--- src/rtl/led_array_scan_master_pkg.sv ---
`default_nettype none
// ============================================================================
// Module      : led_array_scan_master_pkg
// Description : Shared defaults, scan FSM states and row index type for the
//               LED array row scanner.
// Revision    : 1.0
// ============================================================================
package led_array_scan_master_pkg;

    localparam int DEF_ROWS      = 32;
    localparam int DEF_COLS      = 32;
    localparam int DEF_TICK_DIV  = 10;
    localparam int DEF_BLANK_CYC = 2;

    typedef enum logic [1:0] {
        ST_IDLE  = 2'd0,
        ST_PRIME = 2'd1,
        ST_RUN   = 2'd2
    } scan_state_t;

    typedef logic [$clog2(DEF_ROWS)-1:0] row_idx_t;

endpackage
`default_nettype wire

--- src/rtl/led_array_scan_master_if.sv ---
`default_nettype none
// ============================================================================
// Module      : led_array_scan_master_if
// Description : Control, frame-memory and sub-board signals of the scanner.
// Revision    : 1.0
// ============================================================================
interface led_array_scan_master_if
    import led_array_scan_master_pkg::*;
#(
    parameter int ROWS = DEF_ROWS,
    parameter int COLS = DEF_COLS
);
    localparam int ROW_W = $clog2(ROWS);

    logic             i_EN;
    logic             i_SWAP_REQ;
    logic             o_SWAP_ACK;
    logic             o_BANK;
    logic [ROW_W-1:0] o_RD_ADDR;
    logic [COLS-1:0]  i_RD_DATA;
    logic             o_TOGGLE_SYNC;
    logic             o_HEAD_FLAG;
    logic [COLS-1:0]  o_LED_SRC;
    logic             o_FRAME_START;

    modport master (
        input  i_EN, i_SWAP_REQ, i_RD_DATA,
        output o_SWAP_ACK, o_BANK, o_RD_ADDR, o_TOGGLE_SYNC,
               o_HEAD_FLAG, o_LED_SRC, o_FRAME_START
    );

    modport slave (
        output i_EN, i_SWAP_REQ, i_RD_DATA,
        input  o_SWAP_ACK, o_BANK, o_RD_ADDR, o_TOGGLE_SYNC,
               o_HEAD_FLAG, o_LED_SRC, o_FRAME_START
    );

endinterface
`default_nettype wire

--- src/rtl/led_array_scan_master_timer.sv ---
`default_nettype none
// ============================================================================
// Module      : led_array_scan_master_timer
// Description : Row-slot divider with head-setup, mid-slot, last-cycle and
//               source-enable strobes.
// Revision    : 1.0
// ============================================================================
module led_array_scan_master_timer
    import led_array_scan_master_pkg::*;
#(
    parameter int TICK_DIV  = DEF_TICK_DIV,
    parameter int BLANK_CYC = DEF_BLANK_CYC
) (
    input  wire logic i_clk,
    input  wire logic i_rst,
    input  wire logic i_clr,
    output logic      o_prime_done,
    output logic      o_mid,
    output logic      o_last,
    output logic      o_src_ok
);
    localparam int DIV_W = $clog2(TICK_DIV);

    logic [DIV_W-1:0] r_div_q;
    logic [DIV_W-1:0] w_div_d;

    assign o_prime_done = (r_div_q == DIV_W'(TICK_DIV/2 - 1));
    assign o_mid        = (r_div_q == DIV_W'(TICK_DIV/2));
    assign o_last       = (r_div_q == DIV_W'(TICK_DIV - 1));
    // Source latch is enabled one cycle ahead so the registered word lands
    // exactly when the blanking window ends; never across a slot boundary.
    assign o_src_ok     = (r_div_q >= DIV_W'(BLANK_CYC - 1)) && !o_last;

    always_comb begin
        w_div_d = r_div_q + DIV_W'(1);
        if (i_clr || o_last) begin
            w_div_d = '0;
        end
    end

    always_ff @(posedge i_clk) begin
        if (i_rst) begin
            r_div_q <= '0;
        end else begin
            r_div_q <= w_div_d;
        end
    end

endmodule
`default_nettype wire

--- src/rtl/led_array_scan_master.sv ---
`default_nettype none
// ============================================================================
// Module      : led_array_scan_master
// Description : Row scanner: toggle-sync/head-flag generation for the sub
//               boards, row fetch from a double-buffered frame memory and
//               blanked column source drive.
// Revision    : 1.0
// ============================================================================
module led_array_scan_master
    import led_array_scan_master_pkg::*;
#(
    parameter int ROWS      = DEF_ROWS,
    parameter int COLS      = DEF_COLS,
    parameter int TICK_DIV  = DEF_TICK_DIV,
    parameter int BLANK_CYC = DEF_BLANK_CYC
) (
    input  wire logic               i_CLK,
    input  wire logic               i_RESET,
    led_array_scan_master_if.master bus
);
    localparam int               ROW_W      = $clog2(ROWS);
    localparam logic [ROW_W-1:0] C_LAST_ROW = ROW_W'(ROWS - 1);

    scan_state_t      r_state_q, w_state_d;
    logic [ROW_W-1:0] r_row_q,   w_row_d;
    logic             r_tog_q,   w_tog_d;
    logic             r_head_q,  w_head_d;
    logic             r_bank_q,  w_bank_d;
    logic             r_ack_q,   w_ack_d;
    logic             r_fs_q,    w_fs_d;
    logic [COLS-1:0]  r_src_q,   w_src_d;

    logic w_prime_done;
    logic w_mid;
    logic w_last;
    logic w_src_ok;
    logic w_tmr_clr;

    assign w_tmr_clr = (r_state_q == ST_IDLE) ||
                       ((r_state_q == ST_PRIME) && w_prime_done);

    led_array_scan_master_timer #(
        .TICK_DIV  (TICK_DIV),
        .BLANK_CYC (BLANK_CYC)
    ) u_timer (
        .i_clk        (i_CLK),
        .i_rst        (i_RESET),
        .i_clr        (w_tmr_clr),
        .o_prime_done (w_prime_done),
        .o_mid        (w_mid),
        .o_last       (w_last),
        .o_src_ok     (w_src_ok)
    );

    always_comb begin
        w_state_d = r_state_q;
        w_row_d   = r_row_q;
        w_tog_d   = r_tog_q;
        w_head_d  = r_head_q;
        w_bank_d  = r_bank_q;
        w_ack_d   = 1'b0;
        w_fs_d    = 1'b0;
        w_src_d   = '0;

        case (r_state_q)
            ST_IDLE: begin
                w_head_d = 1'b0;
                w_row_d  = '0;
                if (bus.i_EN) begin
                    w_state_d = ST_PRIME;
                    w_head_d  = 1'b1;
                end
            end

            ST_PRIME: begin
                if (w_prime_done) begin
                    w_state_d = ST_RUN;
                    w_tog_d   = ~r_tog_q;
                    w_row_d   = '0;
                    w_fs_d    = 1'b1;
                end
            end

            ST_RUN: begin
                if (w_src_ok) begin
                    w_src_d = bus.i_RD_DATA;
                end
                // Head only moves mid-slot so it is stable around every edge.
                if (w_mid) begin
                    w_head_d = (r_row_q == C_LAST_ROW);
                end
                if (w_last) begin
                    if (r_row_q != C_LAST_ROW) begin
                        w_row_d = r_row_q + ROW_W'(1);
                        w_tog_d = ~r_tog_q;
                    end else begin
                        if (bus.i_SWAP_REQ) begin
                            w_bank_d = ~r_bank_q;
                            w_ack_d  = 1'b1;
                        end
                        w_row_d = '0;
                        if (bus.i_EN) begin
                            w_tog_d = ~r_tog_q;
                            w_fs_d  = 1'b1;
                        end else begin
                            w_state_d = ST_IDLE;
                            w_head_d  = 1'b0;
                        end
                    end
                end
            end

            default: begin
                w_state_d = ST_IDLE;
                w_head_d  = 1'b0;
                w_row_d   = '0;
            end
        endcase
    end

    always_ff @(posedge i_CLK) begin
        if (i_RESET) begin
            r_state_q <= ST_IDLE;
            r_row_q   <= '0;
            r_tog_q   <= 1'b0;
            r_head_q  <= 1'b0;
            r_bank_q  <= 1'b0;
            r_ack_q   <= 1'b0;
            r_fs_q    <= 1'b0;
            r_src_q   <= '0;
        end else begin
            r_state_q <= w_state_d;
            r_row_q   <= w_row_d;
            r_tog_q   <= w_tog_d;
            r_head_q  <= w_head_d;
            r_bank_q  <= w_bank_d;
            r_ack_q   <= w_ack_d;
            r_fs_q    <= w_fs_d;
            r_src_q   <= w_src_d;
        end
    end

    assign bus.o_SWAP_ACK    = r_ack_q;
    assign bus.o_BANK        = r_bank_q;
    assign bus.o_RD_ADDR     = r_row_q;
    assign bus.o_TOGGLE_SYNC = r_tog_q;
    assign bus.o_HEAD_FLAG   = r_head_q;
    assign bus.o_LED_SRC     = r_src_q;
    assign bus.o_FRAME_START = r_fs_q;

endmodule
`default_nettype wire

--- src/flat_wrapper.sv ---
// flat-port wrapper written by rule: the top's interface ports become plain ports
module led_array_scan_master_flat import led_array_scan_master_pkg::*;
#(
    parameter int ROWS      = DEF_ROWS,
    parameter int COLS      = DEF_COLS,
    parameter int TICK_DIV  = DEF_TICK_DIV,
    parameter int BLANK_CYC = DEF_BLANK_CYC
)
  (i_CLK, i_RESET, bus_i_EN, bus_i_SWAP_REQ, bus_i_RD_DATA, bus_o_SWAP_ACK, bus_o_BANK, bus_o_RD_ADDR, bus_o_TOGGLE_SYNC, bus_o_HEAD_FLAG, bus_o_LED_SRC, bus_o_FRAME_START);
  led_array_scan_master_if #(.ROWS(ROWS), .COLS(COLS)) bus_i ();
  input  wire logic i_CLK;
  input  wire logic i_RESET;
  input wire logic [$bits(bus_i.i_EN)-1:0] bus_i_EN;
  input wire logic [$bits(bus_i.i_SWAP_REQ)-1:0] bus_i_SWAP_REQ;
  input wire logic [$bits(bus_i.i_RD_DATA)-1:0] bus_i_RD_DATA;
  output wire logic [$bits(bus_i.o_SWAP_ACK)-1:0] bus_o_SWAP_ACK;
  output wire logic [$bits(bus_i.o_BANK)-1:0] bus_o_BANK;
  output wire logic [$bits(bus_i.o_RD_ADDR)-1:0] bus_o_RD_ADDR;
  output wire logic [$bits(bus_i.o_TOGGLE_SYNC)-1:0] bus_o_TOGGLE_SYNC;
  output wire logic [$bits(bus_i.o_HEAD_FLAG)-1:0] bus_o_HEAD_FLAG;
  output wire logic [$bits(bus_i.o_LED_SRC)-1:0] bus_o_LED_SRC;
  output wire logic [$bits(bus_i.o_FRAME_START)-1:0] bus_o_FRAME_START;
  assign bus_i.i_EN = bus_i_EN;
  assign bus_i.i_SWAP_REQ = bus_i_SWAP_REQ;
  assign bus_i.i_RD_DATA = bus_i_RD_DATA;
  assign bus_o_SWAP_ACK = bus_i.o_SWAP_ACK;
  assign bus_o_BANK = bus_i.o_BANK;
  assign bus_o_RD_ADDR = bus_i.o_RD_ADDR;
  assign bus_o_TOGGLE_SYNC = bus_i.o_TOGGLE_SYNC;
  assign bus_o_HEAD_FLAG = bus_i.o_HEAD_FLAG;
  assign bus_o_LED_SRC = bus_i.o_LED_SRC;
  assign bus_o_FRAME_START = bus_i.o_FRAME_START;
  led_array_scan_master #(.ROWS(ROWS), .COLS(COLS), .TICK_DIV(TICK_DIV), .BLANK_CYC(BLANK_CYC)) u_core (.i_CLK(i_CLK), .i_RESET(i_RESET), .bus(bus_i));
endmodule
--- config.mk ---
export PLATFORM = sky130hd
export DESIGN_NAME = led_array_scan_master_flat
export DESIGN_NICKNAME = d
export VERILOG_FILES = /design/src/rtl/led_array_scan_master_pkg.sv /design/src/rtl/led_array_scan_master_if.sv /design/src/rtl/led_array_scan_master_timer.sv /design/src/rtl/led_array_scan_master.sv /design/src/flat_wrapper.sv
export SDC_FILE = /design/constraint.sdc
export NUM_CORES = 1
export LEC_CHECK = 0
export ABC_AREA = 1
export CORE_MARGIN = 3
export CORE_UTILIZATION = 40
export DETAILED_ROUTE_END_ITERATION = 16
export GPL_ROUTABILITY_DRIVEN = 0
export PLACE_DENSITY = 0.81
export SYNTH_ARGS = -nofsm -noshare
export SYNTH_HDL_FRONTEND = slang
export SYNTH_SLANG_ARGS = --single-unit
--- constraint.sdc ---
create_clock -name i_CLK -period 1.9 [get_ports i_CLK]
set_input_delay 0.475 -clock i_CLK [delete_from_list [all_inputs] [get_ports i_CLK]]
set_output_delay 0.475 -clock i_CLK [all_outputs]
set_load 0.005 [all_outputs]
==> results of run 1 <==
[flip-flops by register name, summed over array words and instances, names as in the netlist]
register                  flops
u_core.r_state_q              2
u_core.bus.o_LED_SRC         32
u_core.bus.o_HEAD_FLAG        1
u_core.bus.o_TOGGLE_SYNC      1
u_core.bus.o_BANK             1
u_core.bus.o_SWAP_ACK         1
u_core.bus.o_RD_ADDR          5
u_core.u_timer.r_div_q        4
u_core.bus.o_FRAME_START      1
[timing repair]
action,CTS,global route
setup endpoints to repair,0,2
resized for setup,0,2
hold buffers,0,0
setup buffers,0,2
[worst min path at each step]
stage | depth (start not counted) | slack, ps | to
floorplan | 1 | 440 | u_core.u_timer.r_div_q[0]
global placement | 1 | 450 | u_core.bus.o_BANK
detailed placement | 1 | 470 | u_core.bus.o_BANK
CTS | 1 | 480 | u_core.bus.o_BANK
global route | 1 | 490 | u_core.bus.o_BANK
finish | 1 | 470 | u_core.bus.o_BANK
[routing by layer]
metal	part of all wire	track usage
met2	0.51	0.251
met5	0	0
met4	0.015	0.0593
met3	0.075	0.0554
met1	0.40	0.148
[layout by cell type (no fill, tap or decap), types with 2 or more instances in the layout]
cell                               n
sky130_fd_sc_hd__a21oi_1           8
sky130_fd_sc_hd__buf_4             4
sky130_fd_sc_hd__clkbuf_8          6
sky130_fd_sc_hd__clkdlybuf4s50_1  77
sky130_fd_sc_hd__dfxtp_1          48
sky130_fd_sc_hd__ha_1              7
sky130_fd_sc_hd__inv_1            51
sky130_fd_sc_hd__inv_2             2
sky130_fd_sc_hd__nand2_1          25
sky130_fd_sc_hd__nand2_4           3
sky130_fd_sc_hd__nand3_1           9
sky130_fd_sc_hd__nand4_1           6
sky130_fd_sc_hd__nor2_1           53
sky130_fd_sc_hd__nor2_2            3
sky130_fd_sc_hd__nor3_1            3
sky130_fd_sc_hd__o21ai_0           3
[Yosys cell counts]
library cell,number
sky130_fd_sc_hd__a21oi_1,8
sky130_fd_sc_hd__nand3_1,9
sky130_fd_sc_hd__nand3b_1,1
sky130_fd_sc_hd__nand2_2,1
sky130_fd_sc_hd__nor2_2,3
sky130_fd_sc_hd__ha_1,8
sky130_fd_sc_hd__xnor2_1,1
sky130_fd_sc_hd__inv_2,2
sky130_fd_sc_hd__dfxtp_1,48
sky130_fd_sc_hd__nand2_4,3
sky130_fd_sc_hd__nor2_1,53
sky130_fd_sc_hd__nand2_1,25
sky130_fd_sc_hd__nand4_1,6
sky130_fd_sc_hd__nor3_1,4
sky130_fd_sc_hd__buf_6,4
sky130_fd_sc_hd__o21ai_0,3
sky130_fd_sc_hd__inv_1,51
sky130_fd_sc_hd__a31oi_4,1
sky130_fd_sc_hd__xor2_1,1
sky130_fd_sc_hd__nand3_4,1
[final cells by class]
cell class	count	area share
clock inverters	2	0.0137
well taps	52	0.0230
clock buffers	6	0.0292
inverters	53	0.0704
repair buffers	81	0.283
flip-flops and latches	48	0.340
multi-input cells	128	0.241
[stage by stage]
stage | instance area (µm²) | std cells | utilization | total power, mW
after floorplan | 1880 | 233 | - | 1.58
after global placement | 2680 | 360 | 0.604 | 1.83
after detailed placement | 2680 | 360 | 0.604 | 1.84
after CTS | 2810 | 368 | 0.631 | 2.59
after global routing | 2830 | 370 | 0.636 | 2.72
final | 2830 | 370 | 0.636 | 2.56
[cell families after synthesis]
family | Yosys count | share of synthesized area
DFF | 48 | 0.512
buffers and inverters | 57 | 0.130
xor gates and xnor gates | 2 | 0.00933
AOI/OAI and AO/OA | 12 | 0.0406
adders and majority gates | 8 | 0.0533
and+or+nand+nor | 106 | 0.255
[power by group through the flow]
stage	clock network, mW	logic (mW)	registers (mW)
after floorplan	0	0.416	1.16
after global placement	0	0.672	1.16
after detailed placement	0	0.680	1.16
after CTS	0.768	0.685	1.14
after global routing	0.808	0.760	1.15
final	0.742	0.681	1.14
==> summary.md, run 1 <==
| Metric | Value |
|---|---|
| Comb pwr share | 0.266 |
| Relative area change from synthesis to final layout | 50.6% |
| Cell type contributing the most total cell area after synthesis | sky130_fd_sc_hd__dfxtp_1 |
| Critical Setup Path Class | flop to output port |
| Summed negative setup slack over all endpoints | 0 ps |
| Remaining global-route overflow | 0 |
| Shortest period the worst path allows | 1680 ps |
| Count of maximum capacitance violations | 0 |
| Flop2flop setup slack | 230 ps |
| Arrival time at the worst endpoint | 1210 ps |
| Seq cells post-synth | 48 |
| Clock power frac | 0.289 |
| Die outline height | 74.5 µm |
| CTS tree | built |
| Final antenna-violating net count | 0 |
| Sequential fraction of the synthesis area | 0.512 |
| Dominant delay contributor by cell family on the critical path | buffers and inverters |
| Remaining max-slew budget at the tightest pin | 0.767 |
| Library cell used as clock root buffer | sky130_fd_sc_hd__clkbuf_8 |
| Achievable clock frequency | 594 MHz |
| Capturing element type of the critical path | output port |
| Crit path buffers/inverters | 1 |
| Fraction of post-synthesis cell area in the top cell type by area | 0.512 |
| Clock Latency Late Sink | 290 ps |
| Sw Share | 0.283 |
| Count of synthesis-stage warnings from yosys | 0 |
| Chip Width | 74.5 µm |
| Period utilisation layout | 0.886 |
| Leakage power | 1.25 nW |
| Maximum count of clock buffers along a single path | 2 |
| Sequential cell area | 961 µm² |
| Worst hold path class | flop to flop |
| Clock edge transition at the registers on the reported setup and hold paths | 80 ps |
| Pin count of the biggest net entering global routing | 33 |
| Boundary pin count | 78 |
| Endpoint of the most critical register-to-register path | u_core.r_state_q[0] |
| Core region area | 4440 µm² |
| Internal power summed over all cells | 1.84 mW |
| Placed wire-length estimate | 3.05 mm |
| Number of clock sinks seen by CTS | 48 |
| CP required | 1420 ps |
| Post-synthesis cell area | 1880 µm² |
| Worst hold slack across all endpoints | 475 ps |
| Critical path startpoint | u_core.bus.o_RD_ADDR[0] |
| FF-to-FF path depth | 10 |
| Worst slew pin tran | 349 ps |
| Wire length of the first global-routing pass | 6.03 mm |
| Top post-synthesis cells by area | sky130_fd_sc_hd__dfxtp_1, sky130_fd_sc_hd__nor2_1, sky130_fd_sc_hd__inv_1 |
| Vias in the first global route | 1,466 |
| End point of the critical path | bus_o_RD_ADDR[0] |
| Number of port buffers | 77 |
| FF-to-FF Start | u_core.bus.o_RD_ADDR[0] |
| Slew Limit Fails | 0 |
| Power per cell area | 906 nW/µm² |
| Initial core utilization | 0.423 |
| Per-cell via count in the routed design | 4.36 |
| Number of antenna violations at the first check in global routing | 0 |
| Number of iterations in the first detailed-routing pass | 4 |
| Maximum fanout count along the critical path | 5 |
| Total Wirelength | 3.84 mm |
| Final WS setup | 216 ps |
| Share of post-route cells with drive strength above 1 | 0.0786 |
| Floorplan die area | 5550 µm² |
| Final #Nets | 361 |
| H-tree levels | 2 |
| Ant. Diodes | 0 |
| Area occupied by multi-input gates | 681 µm² |
| Worst supply voltage drop on vdd | 0.482 mV |
| Number of nets in the synthesized netlist | 277 |
| Stages on the worst setup path | 1 |
| Iteration-0 DRC count of the detailed router | 44 |
| Cell row count | 24 |
| Worst Setup Slack post-DPL | 150 ps |
| Status | completed |
| Cells along the critical path | clkdlybuf4s50_1 |
| Delay of the slowest cell on the worst path | 530 ps |
| Fill cell total of the finished layout | 366 |
| Clock skew after layout | 6.85 ps |
| Final hold violation count | 0 |
| Setup crit start kind | flop |
| Number of design rule violations left after detail routing | 0 |
| Hold Startpoint | u_core.bus.o_BANK |
| Reg power frac | 0.445 |
| Endpoints failing setup | 0 |
| Per-cell routed wire length | 10.4 µm |
| Average footprint of a synthesized cell | 8.06 µm² |
| Number of unique standard cell types used by synthesis | 20 |
| Number of buffers created by CTS | 5 |
| Unrepaired setup endpoints after global routing | no |
| Max stage delay cell, worst path | sky130_fd_sc_hd__clkdlybuf4s50_1 |
| Global-route total usage across every layer | 0.141 |
| Cell count after synthesis | 233 |
| Total net switching power | 0.724 mW |
| Total vias in the final route | 1,612 |
Note: power is estimated with default switching activity, not from simulation.
==> inputs of run 2 (changes only) <==
Settings changed: CORE_UTILIZATION 40 to 42, PLACE_DENSITY 0.81 to 0.84.
==> run 2 against run 1 <==
Net effect:
- fmax decreased by 2.6%
- via count is essentially flat
- combinational power is 2% higher
- power grew 5.4%
- clock skew increased by 3.0 ps
- sequential power barely moved
- worst setup slack worse by 45 ps
- largest power group unchanged
==> summary.md, run 2 (same netlist as run 1, synthesis figures left out) <==
| Metric | Value |
|---|---|
| Status | completed |
| Slew Limit Fails | 0 |
| Hold Path Stages | 1 |
| Core region area | 4140 µm² |
| Cell row count | 23 |
| FF-to-FF path depth | 10 |
| Endpoints failing setup | 0 |
| Overall power consumption | 2.70 mW |
| CP required | 2130 ps |
| CTS tree | built |
| Final #Nets | 361 |
| DP Area | 2680 µm² |
| GRT met1 Usage | 0.177 |
| Maximum fanout count along the critical path | 6 |
| Capturing element type of the critical path | flop |
| Arrival time at the worst endpoint | 1950 ps |
| Number of antenna violations at the first check in global routing | 0 |
| Sequential cell area | 961 µm² |
| Floorplan die area | 5310 µm² |
| Shortest period the worst path allows | 1730 ps |
| Clock Latency Late Sink | 290 ps |
| Terminating pin of the worst hold path | u_core.bus.o_BANK |
| Hold Startpoint | u_core.bus.o_BANK |
| Clock edge transition at the registers on the reported setup and hold paths | 90 ps |
| Leading cell types in the layout, fill and taps excluded | sky130_fd_sc_hd__clkdlybuf4s50_1, sky130_fd_sc_hd__nor2_1, sky130_fd_sc_hd__inv_1 |
| Critical Setup Path Class | flop to flop |
| Number of iterations in the first detailed-routing pass | 4 |
| Unrepaired setup endpoints after global routing | no |
| Die outline height | 72.9 µm |
| Per-cell routed wire length | 11.2 µm |
| Final hold violation count | 0 |
| Final antenna-violating net count | 0 |
| Library cell used as clock root buffer | sky130_fd_sc_hd__clkbuf_8 |
| Worst slew pin tran | 354 ps |
| Worst hold path class | flop to flop |
| Iteration-0 DRC count of the detailed router | 47 |
| Met2 track demand over resource | 0.281 |
| Final WS setup | 171 ps |
| Placed wire-length estimate | 3.13 mm |
| Number of cells after detailed placement | 358 |
| Summed negative setup slack over all endpoints | 0 ps |
| Vias in the first global route | 1,481 |
| Clock skew after layout | 9.81 ps |
| Boundary pin count | 78 |
| Global-route total usage across every layer | 0.156 |
| Busiest layer in global routing | met2 |
| FF-to-FF Start | u_core.bus.o_RD_ADDR[0] |
| Wire length of the first global-routing pass | 6.54 mm |
| Number of flip-flops in the largest register | 32 |
| Initial core utilization | 0.453 |
| Worst supply voltage drop on vdd | 0.507 mV |
| Remaining max-slew budget at the tightest pin | 0.764 |
| Number of buffers created by CTS | 5 |
| Leakage power | 1.26 nW |
| Count of maximum capacitance violations | 0 |
| Final std cell area, no fill | 2840 µm² |
| Achievable clock frequency | 578 MHz |
| Endpoint of the most critical register-to-register path | u_core.r_state_q[1] |
| H-tree levels | 2 |
| Period utilisation layout | 0.910 |
| Maximum count of clock buffers along a single path | 2 |
| Fill cell total of the finished layout | 329 |
| Total Wirelength | 4.13 mm |
| Fraction of met3 tracks used by global routing | 0.0386 |
| Total vias in the final route | 1,613 |
| Ant. Diodes | 0 |
| Area occupied by multi-input gates | 678 µm² |
| Flop2flop setup slack | 170 ps |
| Number of port buffers | 77 |
| Pin count of the biggest net entering global routing | 33 |
| Most frequent standard cell in the layout excluding fill and tap cells | sky130_fd_sc_hd__clkdlybuf4s50_1 |
| Relative area change from synthesis to final layout | 51.2% |
| Chip Width | 72.9 µm |
| Setup crit start kind | flop |
| Remaining global-route overflow | 0 |
| Worst Setup Slack post-DPL | 147 ps |
| Number of design rule violations left after detail routing | 0 |
| Non-filler instance count after layout | 368 |
| Share of post-route cells with drive strength above 1 | 0.0786 |
| Number of clock sinks seen by CTS | 48 |
| Power per cell area | 952 nW/µm² |
| Per-cell via count in the routed design | 4.38 |
[run 2: worst max-delay path by stage]
stage / startpoint / to / slack, ps / cells after the start
2_1_floorplan: u_core.bus.o_RD_ADDR[0] / u_core.r_state_q[0] / 370 / 10
3_3_place_gp: bus_i_EN / u_core.r_state_q[0] / 270 / 8
3_5_place_dp: u_core.bus.o_RD_ADDR[0] / u_core.r_state_q[1] / 150 / 10
4_1_cts: u_core.bus.o_RD_ADDR[0] / u_core.r_state_q[1] / 130 / 10
5_1_grt: u_core.bus.o_RD_ADDR[0] / u_core.r_state_q[1] / 8 / 10
6_report: u_core.bus.o_RD_ADDR[0] / u_core.r_state_q[1] / 170 / 10
[run 2: layout make-up]
type | instances | area share
clock inverters | 3 | 0.0242
flip-flops and latches | 48 | 0.338
inverters | 53 | 0.0701
clock buffers | 5 | 0.0242
multi-input cells | 128 | 0.239
repair buffers | 81 | 0.282
well taps | 50 | 0.0220
[run 2: per-layer routing]
metal,vias to the layer above,wire length (µm)
li1,856,-
met1,698,1650
met2,52,2140
met3,7,271
met4,0,69
met5,-,0
[run 2: per-stage QoR]
step	hold slack, ps	util
5_1_grt	490	0.685
2_1_floorplan	445	-
3_3_place_gp	438	0.647
3_5_place_dp	446	0.647
4_1_cts	463	0.680
6_report	464	0.685
[run 2: report_power, final]
| part | internal [mW] | leakage, nW | switching (mW) |
|---|---|---|---|
| clock network | 0.530 | 0.0687 | 0.340 |
| registers | 1.09 | 0.388 | 0.0468 |
| logic | 0.319 | 0.803 | 0.375 |
[run 2: critical path, stage by stage, from the launching register on]
cell and delay (ps):
sky130_fd_sc_hd__dfxtp_1 400, sky130_fd_sc_hd__ha_1 190, sky130_fd_sc_hd__inv_1 50, sky130_fd_sc_hd__nor3_1 150, sky130_fd_sc_hd__ha_2 280, sky130_fd_sc_hd__nand4_1 160
sky130_fd_sc_hd__nand2_2 120, sky130_fd_sc_hd__nand3_1 100, sky130_fd_sc_hd__nand2_1 70, sky130_fd_sc_hd__inv_1 40, sky130_fd_sc_hd__nor2_1 100
[run 2: timing repair]
| action | in CTS | in global routing |
|---|---|---|
| resized for setup | 0 | 2 |
| endpoints found under the hold margin | 0 | 0 |
| buffers inserted | 0 | 2 |
| endpoints found under the setup margin | 0 | 2 |
| hold buffers | 0 | 0 |
